===== src/rtl/uart_pkg.sv =====
// Shared 8N1 frame definitions for the UART transmitter/receiver pair.
package uart_pkg;

   typedef enum logic [1:0] {
      IDLE  = 2'd0,
      START = 2'd1,
      DATA  = 2'd2,
      STOP  = 2'd3
   } uart_state_t;

   localparam int   CLKS_PER_BIT = 2501;
   localparam int   DATA_BITS    = 8;
   localparam logic STOP_LEVEL   = 1'b1;

endpackage


===== src/rtl/uart_sync2.sv =====
// Two-flop synchronizer for a single asynchronous input.
module uart_sync2 #(
   parameter logic RESET_VAL = 1'b1
) (
   input  logic clk,
   input  logic rst,
   input  logic d,
   output logic q
);

   logic ff1_q;
   logic ff2_q;

   // Metastability chain; both stages reset to the line's idle level.
   always_ff @(posedge clk or posedge rst) begin
      if (rst) begin
         ff1_q <= RESET_VAL;
         ff2_q <= RESET_VAL;
      end else begin
         ff1_q <= d;
         ff2_q <= ff1_q;
      end
   end

   assign q = ff2_q;

endmodule


===== src/rtl/uart_receiver.sv =====
// 8N1 serial receiver with mid-bit sampling, one-entry holding register,
// valid/ack handshake, framing-error pulse and sticky overrun.
module uart_receiver
   import uart_pkg::*;
#(
   parameter int CLKS_PER_BIT = uart_pkg::CLKS_PER_BIT
) (
   input  logic       clk,
   input  logic       rst,
   input  logic       rx,
   output logic [7:0] data,
   output logic       data_valid,
   input  logic       data_ack,
   output logic       frame_err,
   output logic       overrun,
   output logic       busy
);

   localparam int                 CNT_W     = $clog2(CLKS_PER_BIT);
   localparam int                 HALF_BIT  = CLKS_PER_BIT / 2;
   localparam logic [CNT_W-1:0]   HALF_LAST = CNT_W'(HALF_BIT - 1);
   localparam logic [CNT_W-1:0]   BIT_LAST  = CNT_W'(CLKS_PER_BIT - 1);
   localparam logic [2:0]         IDX_LAST  = 3'(DATA_BITS - 1);

   logic             rx_s;
   uart_state_t      state_q, state_d;
   logic [CNT_W-1:0] cnt_q, cnt_d;
   logic [2:0]       idx_q, idx_d;
   logic [7:0]       shift_q, shift_d;
   logic [7:0]       data_q, data_d;
   logic             valid_q, valid_d;
   logic             overrun_q, overrun_d;
   logic             frame_err_q, frame_err_d;
   logic             busy_q, busy_d;

   uart_sync2 #(.RESET_VAL(1'b1)) u_sync (
      .clk (clk),
      .rst (rst),
      .d   (rx),
      .q   (rx_s)
   );

   // Next-state logic: an acknowledge drains the holding register unless a
   // new byte lands on the same edge, in which case the load wins.
   always_comb begin
      state_d     = state_q;
      cnt_d       = cnt_q;
      idx_d       = idx_q;
      shift_d     = shift_q;
      data_d      = data_q;
      valid_d     = valid_q & ~data_ack;
      overrun_d   = (data_ack && valid_q) ? 1'b0 : overrun_q;
      frame_err_d = 1'b0;

      case (state_q)
         IDLE: begin
            cnt_d = '0;
            if (rx_s == 1'b0) begin
               state_d = START;
            end else begin
               state_d = IDLE;
            end
         end
         START: begin
            if (cnt_q == HALF_LAST) begin
               cnt_d = '0;
               idx_d = 3'd0;
               if (rx_s == 1'b0) begin
                  state_d = DATA;
               end else begin
                  state_d = IDLE;
               end
            end else begin
               cnt_d = cnt_q + CNT_W'(1);
            end
         end
         DATA: begin
            if (cnt_q == BIT_LAST) begin
               cnt_d   = '0;
               shift_d = {rx_s, shift_q[7:1]};
               if (idx_q == IDX_LAST) begin
                  state_d = STOP;
               end else begin
                  idx_d = idx_q + 3'd1;
               end
            end else begin
               cnt_d = cnt_q + CNT_W'(1);
            end
         end
         STOP: begin
            if (cnt_q == BIT_LAST) begin
               cnt_d   = '0;
               state_d = IDLE;
               if (rx_s == STOP_LEVEL) begin
                  data_d    = shift_q;
                  valid_d   = 1'b1;
                  overrun_d = data_ack ? 1'b0 : (overrun_q | valid_q);
               end else begin
                  frame_err_d = 1'b1;
               end
            end else begin
               cnt_d = cnt_q + CNT_W'(1);
            end
         end
         default: begin
            state_d = IDLE;
            cnt_d   = '0;
         end
      endcase

      busy_d = (state_d != IDLE);
   end

   // Receiver state and registered outputs.
   always_ff @(posedge clk or posedge rst) begin
      if (rst) begin
         state_q     <= IDLE;
         cnt_q       <= '0;
         idx_q       <= 3'd0;
         shift_q     <= 8'h00;
         data_q      <= 8'h00;
         valid_q     <= 1'b0;
         overrun_q   <= 1'b0;
         frame_err_q <= 1'b0;
         busy_q      <= 1'b0;
      end else begin
         state_q     <= state_d;
         cnt_q       <= cnt_d;
         idx_q       <= idx_d;
         shift_q     <= shift_d;
         data_q      <= data_d;
         valid_q     <= valid_d;
         overrun_q   <= overrun_d;
         frame_err_q <= frame_err_d;
         busy_q      <= busy_d;
      end
   end

   assign data       = data_q;
   assign data_valid = valid_q;
   assign overrun    = overrun_q;
   assign frame_err  = frame_err_q;
   assign busy       = busy_q;

endmodule


===== config.mk =====
export PLATFORM = sky130hd
export DESIGN_NAME = uart_receiver
export DESIGN_NICKNAME = d
export VERILOG_FILES = /design/src/rtl/uart_pkg.sv /design/src/rtl/uart_sync2.sv /design/src/rtl/uart_receiver.sv
export SDC_FILE = /design/constraint.sdc
export NUM_CORES = 1
export LEC_CHECK = 0
export ABC_CLOCK_PERIOD_IN_PS = 2760
export BUFFER_PORTS_ARGS = -buffer_cell sky130_fd_sc_hd__buf_2
export CAP_MARGIN = 0
export CORE_ASPECT_RATIO = 0.75
export CORE_UTILIZATION = 40
export DETAILED_ROUTE_END_ITERATION = 7
export PLACE_DENSITY = 0.62
export SETUP_SLACK_MARGIN = 0.05
export SYNTH_ARGS = -nofsm -noshare
export SYNTH_HDL_FRONTEND = slang
export SYNTH_HIERARCHICAL = 1
export SYNTH_SLANG_ARGS = --single-unit

===== constraint.sdc =====
create_clock -name clk -period 2.76 [get_ports clk]
set_clock_uncertainty 0.05 [all_clocks]
set_input_delay 0.276 -clock clk [delete_from_list [all_inputs] [get_ports clk]]
set_output_delay 0.276 -clock clk [all_outputs]
set_load 0.05 [all_outputs]

# Word-level counts from Yosys, hierarchy flattened
# Cells that the tools add are included.
# op_classes
addsub	2
eq_ne	9
n_mux	25
bitwise	3
reduce_logical	8
# op_table
cell	n
12-bit one-hot mux with 3 select lines	1
12-bit 2-to-1 mux	2
12-bit by 1-bit adder with 12-bit output (second input constant)	1
12-bit by 11-bit == test with 1-bit output (second input constant)	1
12-bit == test (second input constant)	1
1-bit 2-to-1 mux	12
2-bit 2-to-1 mux	5
3-bit 2-to-1 mux	3
2-bit one-hot mux with 4 select lines	1
2-bit != test (second input constant)	3
3-bit one-hot mux with 2 select lines	1
2-bit == test (second input constant)	2
4-bit AND reduction	1
2-bit nonzero test	2
3-bit by 1-bit adder with 3-bit output (second input constant)	1
3-bit == test (second input constant)	1
3-bit AND reduction	1
2-bit by 1-bit == test with 1-bit output (second input constant)	1
2-bit logical NOT	1
2-bit AND reduction	1
2-bit OR reduction	1
1-bit bitwise AND	1
1-bit logical AND	1
1-bit inverter	1
1-bit OR	1
# word_totals
regBits	39
out_inout_bits	12
word_cells	58

# Depth between registers and ports, before layout
# logic_depth
ltp_word	5
depth_mapped	8
depth_no_buf	6

# Hierarchy
# Netlist, hierarchy kept.
# by_module_without_submodules
module	n_inst	cells_per_inst	area_per_inst_um2	seq_area_each_um2
uart_receiver	1	144	1715.4	925.9
uart_sync2	1	3	56.3	52.6

# Worst setup path after synthesis
# OpenSTA, ideal clock, no wires.
# synth_timing
path_type	flip-flop to flip-flop
from	register cnt_q[3]
to	register idx_q[0]
setup_ps	125
arrival_time_ps	1949
required_time_ps	2585
setup_slack_ps	636
path_stages_with_launch	6
period_less_slack_ps	2124
path_cell_list	dfrtp_1 -> or3_4 -> or3_1 -> buf_6 -> o32a_1 -> mux2_4
# synth_via
elab_chain_cells	3
# synth_rtl
item	line	text
start: declaration	uart_receiver.sv:27	logic [CNT_W-1:0] cnt_q, cnt_d;
start signal: assignment	uart_receiver.sv:128	cnt_q <= cnt_d;
12-bit == test or 12-bit by 11-bit == test with 1-bit output (tied branches)	uart_receiver.sv:78, uart_receiver.sv:65	
2-bit != test (no line)	-	
4-bit AND reduction (no line) *	-	
end signal: assignment	uart_receiver.sv:129	idx_q <= idx_d;
end: declaration	uart_receiver.sv:28	logic [2:0] idx_q, idx_d;
# Every way passes the cells marked *; elsewhere a longest branch is shown, timed or not.
# A chain may end at the register's enable or synchronous reset.

# Worst setup path after layout
# Ends and elaborated chain as after synthesis.

==> run metrics <==
status=completed; area of the multi-input gates=729 µm²; Reg-to-Reg End=idx_q[0]; sequential area share after synthesis=55.2%; Storage cell area=978 µm²; starting density of the core=42.7%; Peak Freq=446 MHz; ys async rst share=100%; fin. max-slew vios=0; Top Ports=16; Data arrival, critical path=2370 ps; PostCTS Resize Cnt=0; worst slew pin tran=738 ps; Post-Syn Area per Cell=12.1 µm²; Max-slew headroom=50.4%; wire length per cell=12.9 µm; RD Place Congestion=0.856; critical path capture point type=flop; Post-CTS Hold Fix Bufs=1; proportion of layout cells with a drive suffix above 1=29.8%; Area Overhead vs Synth=14.1%; final cell count without fillers=223; # fillers=399; CTS clk-pin slew, worst paths=70 ps; Synthesized Nets=156; Worst path top cell family by delay=simple AND/OR/NAND/NOR gates; Hold EP=u_sync/ff1_q; max cap viols=0; final core occ=48.6%; CTS Buf Count=5; clk root buf=clkbuf_8; core area=4150 µm²; Leak=0.956 nW; path depth of the worst reg2reg path=4; largest area contributor in the netlist=dfrtp_1; main flop type after synthesis=dfrtp_1; Die Ht=59.6 µm; R2R setup slack=520 ps; power density cells=529 nW/µm²; Post-CTS Setup Inserts=0; H-tree depth=2; Critical R2R Launch=cnt_q[3]; crit path time final=2240 ps; Starting DRT DRC Count=58; Yosys reg bits=39; global route overflow=0; CTS tree=yes; pin count of the biggest net entering global routing=38; drt drc=0; ant diodes=0; number of synthesized flops with an enable pin=0; ANT nets after route=0; Final setup viols=0; max incr delay on CP=520 ps; later-pin clock latency in the skew report=280 ps; critical path buffer and inverter count=0; CP Launch Type=flop; worst hold path cell count=1; CP Max Fanout=7; hold slack=35.9 ps; Longest Clk Path Bufs=2; antenna violations before repair=0; final instance area=2020 µm²; post-synth cell types=37; Final Power=1.07 mW; dpl cells=214; worst vdd ir=0.000367 V; Final Hold Vio Count=0; vias in the first global route=1097; Cell Chain, Critical Path=or3_4, or3_1, o32a_1, mux2_4; WP data required=2880 ps; Worst Slack Setup Final=515 ps; YS warnings=6; Yosys top cell area share=52.3%; Final #Nets=176; Die Area=4700 µm²; Total GRT Usage=14.5%; vias per cell=5.19; Setup Total Neg Slack=0 ps; synthesized area=1770 µm²; IO Port Bufs=15; placed instance area=1890 µm²; FP Rows=20; dpl hpwl=2090 µm; Crit Path Class=flop to flop; period utilization=81.3%; Die W=78.9 µm; Mapped Cells=147; pre-CTS setup slack=527 ps; vias=1158; HP Class=primary input to flop; global-route wire length before repair=5130 µm; largest cells by area after synthesis=dfrtp_1 (52%), mux2_2 (10%), xnor2_1 (4.0%), ha_1 (3.5%), dfstp_2 (3.0%); slowest CP cell=or3_1; WL final=2880 µm; HP Start=rx; DRT Pass-1 Iters=4; TritonCTS Sinks=39; RSZ-0062 raised after global routing=no
[cells by family after synthesis]
logic type	after synthesis	synth area share [%]
AO/OA/AOI/OAI	13	5.51
XOR/XNOR	10	4.94
adder cells (fa/ha/maj)	5	3.53
buffers and inverters	12	3.60
flip-flops	39	55.2
multiplexers	17	11.0
AND/OR/NAND/NOR	51	16.2
[synthesized netlist by cell type (2+ instances only)]
cell type and instances:
nand2_1 7, nor4_1 3, nand3_1 7, xnor2_1 8
o22ai_1 2, xor2_1 2, mux2_2 16, nor2_1 14
dfstp_2 2, ha_1 5, nand4_1 3, nor3_1 6
buf_6 2, or3_1 2, dfrtp_1 37, buf_2 2
a21oi_1 3, inv_1 7
[worst reg2reg max path, delay by kind of cell (launching register included)]
kind / cells / cell delay, ps
AO/OA/AOI/OAI: 1 / 430
flip-flops: 1 / 440
multiplexers: 1 / 270
AND/OR/NAND/NOR: 2 / 950
[worst max path at each step]
stage                         from        to  slack, ps  depth (start not counted)
after floorplan           cnt_q[3]  idx_q[0]        640                          5
after global placement    cnt_q[3]  idx_q[0]        570                          4
after detailed placement  cnt_q[3]  idx_q[0]        530                          4
after CTS                 cnt_q[3]  idx_q[0]        520                          4
after global routing      cnt_q[1]  idx_q[0]        420                          6
final                     cnt_q[3]  idx_q[0]        520                          4
[final cells by class]
type                       count  share of cell area (%)
clock inverter                 2                    1.73
sequential                    39                    48.4
inverter                       7                    1.30
tap                           55                    3.41
multi-input combinational     96                    36.1
timing repair buffer          18                    4.95
clock buffer                   6                    4.09
[metal layers]
layer	GRT usage, %	routed length (µm)
met2	20.7	1260
met4	6.23	40
met5	0	0
met3	4.31	95
met1	20.5	1490
[power by group]
group / switching [mW] / internal, mW / total, mW
Combinational: 0.0113 / 0.00382 / 0.0151
Sequential: 0.00145 / 0.574 / 0.575
Clock: 0.186 / 0.292 / 0.479
[cell usage in the layout, fill, tap and decap left out, drive strengths merged, types with 2 or more instances in the layout]
master,netlist,final
a21oi,3,3
a22o,2,2
buf,4,17
clkbuf,1,6
dfrtp,37,37
dfstp,2,2
ha,5,5
inv,7,7
mux2,17,17
nand2,7,7
nand3,7,7
nand4,3,3
nor2,15,15
nor3,6,6
nor4,4,4
o22ai,2,2
or3,3,3
xnor2,8,8
xor2,2,2
[state kept, by name, indices dropped and copies added (netlist names)]
register,count
overrun,1
data_valid,1
shift_q,8
cnt_q,12
u_sync/ff1_q,1
u_sync/q,1
state_q,2
idx_q,3
frame_err,1
busy,1
data,8
(Power assumes the default switching activity.)
